--- src/rtl/matrix_scan_driver.sv ---
// rtl/matrix_scan_driver.sv - double-buffered 8x8 LED matrix row-scan driver
module matrix_scan_driver #(
    parameter int ROW_TICKS   = 6000,
    parameter int BLANK_TICKS = 250
) (
    input  logic        CLOCK_50,
    input  logic        reset,
    input  logic [63:0] frame_in,
    input  logic        frame_valid,
    output logic        frame_ready,
    output logic [15:0] sve,
    output logic [2:0]  row_idx,
    output logic        frame_start
);

    localparam int MAXT = (ROW_TICKS > BLANK_TICKS) ? ROW_TICKS : BLANK_TICKS;
    localparam int TW   = (MAXT > 1) ? $clog2(MAXT) : 1;

    typedef enum logic {PH_BLANK = 1'b0, PH_ON = 1'b1} phase_t;

    phase_t      phase_q, phase_d;
    logic [TW-1:0] tick_q, tick_d;
    logic [2:0]  row_q, row_d;
    logic [63:0] active_q, active_d;
    logic [63:0] pending_q, pending_d;
    logic        full_q, full_d;
    logic        init_q;
    logic [15:0] sve_q, sve_d;
    logic        start_q, start_d;
    logic        boundary;

    always_ff @(posedge CLOCK_50) begin
        if (reset) begin
            phase_q   <= PH_BLANK;
            tick_q    <= '0;
            row_q     <= 3'd0;
            active_q  <= 64'd0;
            pending_q <= 64'd0;
            full_q    <= 1'b0;
            init_q    <= 1'b1;
            sve_q     <= 16'h00FF;
            start_q   <= 1'b0;
        end else begin
            phase_q   <= phase_d;
            tick_q    <= tick_d;
            row_q     <= row_d;
            active_q  <= active_d;
            pending_q <= pending_d;
            full_q    <= full_d;
            init_q    <= 1'b0;
            sve_q     <= sve_d;
            start_q   <= start_d;
        end
    end

    // The first edge out of reset is treated as a frame boundary, same as leaving row 7.
    always_comb begin
        phase_d   = phase_q;
        tick_d    = tick_q + 1'b1;
        row_d     = row_q;
        boundary  = 1'b0;
        active_d  = active_q;
        pending_d = pending_q;
        full_d    = full_q;
        if (init_q) begin
            tick_d   = '0;
            boundary = 1'b1;
        end else begin
            case (phase_q)
                PH_BLANK: begin
                    if (tick_q == TW'(BLANK_TICKS - 1)) begin
                        phase_d = PH_ON;
                        tick_d  = '0;
                    end
                end
                default: begin
                    if (tick_q == TW'(ROW_TICKS - 1)) begin
                        phase_d  = PH_BLANK;
                        tick_d   = '0;
                        row_d    = row_q + 3'd1;
                        boundary = (row_q == 3'd7);
                    end
                end
            endcase
        end
        if (boundary && full_q) begin
            active_d = pending_q;
            full_d   = 1'b0;
        end else if (frame_valid && !full_q) begin
            pending_d = frame_in;
            full_d    = 1'b1;
        end
    end

    // Drive word is precomputed from next state so the outputs come straight from flops.
    always_comb begin
        start_d = boundary;
        sve_d   = 16'h00FF;
        if (phase_d == PH_ON) begin
            sve_d = {8'd1 << row_d, ~active_d[{row_d, 3'b000} +: 8]};
        end
    end

    assign frame_ready = !full_q;
    assign sve         = sve_q;
    assign row_idx     = row_q;
    assign frame_start = start_q;

endmodule

--- config.mk ---
export PLATFORM = sky130hd
export DESIGN_NAME = matrix_scan_driver
export DESIGN_NICKNAME = d
export VERILOG_FILES = /design/src/rtl/matrix_scan_driver.sv
export SDC_FILE = /design/constraint.sdc
export NUM_CORES = 1
export LEC_CHECK = 0
export CAP_MARGIN = 25
export CORE_UTILIZATION = 45
export DETAILED_ROUTE_END_ITERATION = 8
export DONT_BUFFER_PORTS = 1
export PLACE_DENSITY = 0.65
export SYNTH_ARGS = -nofsm -noshare
export SYNTH_HDL_FRONTEND = slang
export SYNTH_SLANG_ARGS = --single-unit
--- constraint.sdc ---
create_clock -name CLOCK_50 -period 2.8 [get_ports CLOCK_50]
set_input_delay 0.42 -clock CLOCK_50 [delete_from_list [all_inputs] [get_ports CLOCK_50]]
set_output_delay 0.42 -clock CLOCK_50 [all_outputs]
set_load 0.01 [all_outputs]
==> results list <==
- The run finished with clean final reports.
- After layout, the minimum clock period comes to about 2700 ps.
- A synthesized cell averages roughly 9 um^2.
- The floorplan step defined a die boundary enclosing around 0.014 mm^2.
* Worst setup SP type: flop
* Die Y-Extent: 119.0 um
* Share of the core filled with cells: a little over half
* Final weighted congestion of routability-driven global placement: ~0.84
- Grt ovf: 0
- Transition time of the tightest slew-check pin: 770.1 ps
- The cell sitting at the root of the clock tree is a sky130_fd_sc_hd__clkbuf_16.
* Sum of net half-perimeters after detailed placement: 9.807 mm
- CP Class: reg2reg
* Effective utilization at floorplan: around 46%
- Input and output buffers added on the ports amount to 0.
* Fin Setup TNS: 0 ps
* Total number of nets in the final design: between 700 and 800
- In the finished design, the share of the clock period the worst path needs comes to ~96%.
* Largest cells by area after synthesis: sky130_fd_sc_hd__dfxtp_1, sky130_fd_sc_hd__mux2i_1, sky130_fd_sc_hd__nand2_1
- Async set-reset flop share out of synthesis: 0%
- After floorplanning, the core was divided into 42 placement rows.
* Maxcap violations: 0
- Measured against its own limit, the worst slew margin works out to between 40% and 50%.
- The library cell used most frequently in the layout, excluding fill and tap cells, is sky130_fd_sc_hd__dfxtp_1.
* Arrival time worst endpoint: a little under 3000 ps
* Cell count after synthesis: a little under 700
- Register bit count reported by yosys: ~160
- Number of antenna diodes: 0
* DRC Markers: 0
* Clock latency on the worst-skew pair: around 420 ps
* Relative area change from synthesis to final layout: 13.26%
- Counting along the longest clock path gives a buffer depth of 2.
- During I/O placement, the number of pins put on the boundary was just under 90.
* Count of final max-slew check failures: 0
- Final hold vios: 0
- Number of routed nets with antenna violations: 0
* Hold WC Path Type: in2reg
- Static leakage power: approximately 2.5 nW
* CTS tree: built
* Tot Pwr: approximately 4.9 mW
- Predominant post-synthesis flop cell: sky130_fd_sc_hd__dfxtp_1
* Drt wl/cell: 16.34 um
- Maximum achievable frequency: between 300 and 400 MHz
- The routed layout has approximately 4,600 vias.
- VDD sags by at most between 0.5 and 0.6 mV.
* Syn. warnings: 0
- Share of layout cells above drive strength 1: about 7.5%
- The core region is between 0.01 and 0.015 mm^2.
* Commonest cells after routing, fill and taps aside: sky130_fd_sc_hd__dfxtp_1, sky130_fd_sc_hd__nand2_1, sky130_fd_sc_hd__nor2_1
- TritonRoute pass-1 iters: 5
* CTS H-Tree Depth: 4
- Hold buffers post-CTS: 0
- Setup violations remaining at the end of the flow were counted as 0.
- Initial drt markers: between 300 and 400
- The initial antenna violation count was 0.
* Number of enable-type register cells in the synthesized netlist: 0
- Wires add up to approximately 14 mm.
- Clock net sink count: 164
- Maximum number of pins on one net before global-route repair: 138
- The first global-routing pass estimated 22.80 mm of wire.
- The synthesized design spends more area on one cell type than any other, namely sky130_fd_sc_hd__dfxtp_1.
- Syn nets: between 700 and 800
* Top-area cell type share of the netlist area: a little over half
- Worst clock skew on the final layout: roughly 7.4 ps
- Endpoint kind of the worst setup timing path: flop
- Clock-pin slew was measured on the worst setup and hold paths at ~60 ps.
- RSZ-0062 raised after global routing: false
- Clock buffer count from CTS: 17
- Data required time of the worst path: between 3000 and 4000 ps
* Post-Synthesis Cell Area: 0.006161 mm^2
- Via density: 5.277
* Global-route total usage across every layer: approximately a fifth
- Dividing total power by cell area gives a power density of 705.4 mW/mm^2.
- Measured along the x axis, the die boundary spans between 100 and 150 um.
* Max Fanout on Critical Path: 18
* Share of synthesized area occupied by flip-flops and latches: 53.29%
- Via count of the first global-routing pass: about 4,400
- Number of distinct library cell variants in the gate-level netlist after synthesis: 34
## timing repair
action / CTS / global route
endpoints found under the setup margin: 0 / 7
resized for setup: 0 / 3
setup buffers: 0 / 1
## flip-flops by register name, indices dropped and copies added, names as in the netlist
register     flops
init_q           1
pending_q       64
tick_q          13
row_idx          3
sve             16
full_q           1
phase_q          1
frame_start      1
active_q        64
## where the power goes
part	internal [mW]	switching (mW)
combinational	0.0861	0.127
clock	1.36	0.900
sequential	2.41	0.0484
total	3.85	1.07
## worst max-delay path: stages (launching register included)
cell                        delay (ps)
sky130_fd_sc_hd__dfxtp_1           440
sky130_fd_sc_hd__or4b_1            520
sky130_fd_sc_hd__nor4_4            290
sky130_fd_sc_hd__buf_4             190
sky130_fd_sc_hd__buf_4             150
sky130_fd_sc_hd__mux2_4            420
sky130_fd_sc_hd__a22oi_1           240
sky130_fd_sc_hd__nand2_1           130
sky130_fd_sc_hd__a2bb2oi_1         150
## final cells by class
cell class | instances | area, um^2
flip-flops and latches | 164 | 3283
inverters | 6 | 22.52
well taps | 176 | 220.2
clock buffers | 23 | 467.9
multi-input cells | 473 | 2711
repair buffers | 18 | 172.7
clock inverters | 7 | 100.1
fillers | 1228 | 6317
## cell usage after synthesis, drive strengths merged (2+ instances only)
cell,number
a21oi,82
a22o,8
a22oi,16
a2bb2oi,8
and3,4
buf,14
clkbuf,28
dfxtp,164
ha,4
inv,6
mux2,2
mux2i,68
nand2,144
nand2b,3
nand3,6
nand4,2
nand4b,3
nor2,90
nor2b,7
nor3,4
nor4,4
xnor2,9
xor2,3
## logic make-up after synthesis
| group | count (synthesis) | synth area share (%) |
|---|---|---|
| and+or+nand+nor | 270 | 18.16 |
| DFF | 164 | 53.29 |
| AOI/OAI and AO/OA | 117 | 11.25 |
| muxes | 70 | 11.47 |
| buffers and inverters | 48 | 3.310 |
| xor gates and xnor gates | 12 | 1.706 |
| adders and majority gates | 4 | 0.8124 |
## metal layers
metal,global-route usage (%),vias up,wire length (um)
met3,5.987,18,673
met5,0,-,0
met2,31.80,104,6534
li1,-,2282,-
met1,27.82,2171,6732
met4,7.041,0,224
## through the flow
step / cells / area (um^2) / setup slack, ps / hold slack (ps)
2_1_floorplan: 685 / 6161 / 311.6 / 436.0
3_3_place_gp: 835 / 6375 / 154.1 / 440.8
3_5_place_dp: 836 / 6382 / 59.21 / 445.4
4_1_cts: 866 / 6950 / 44.53 / 39.14
5_1_grt: 867 / 6978 / 11.24 / 51.48
6_report: 867 / 6978 / 123.5 / 72.94
## final timing paths
path	endpoint	depth (start not counted)	slack (ps)	startpoint
setup / recovery	sve[5]$_SDFF_PP1_	8	120	tick_q[6]$_SDFF_PP0_
hold / removal	frame_start$_SDFF_PP0_	1	70	reset
setup reg to reg	sve[5]$_SDFF_PP1_	8	120	tick_q[6]$_SDFF_PP0_
hold reg to reg	pending_q[0]$_SDFFE_PP0P_	2	450	pending_q[0]$_SDFFE_PP0P_
(Power assumes the default switching activity.)
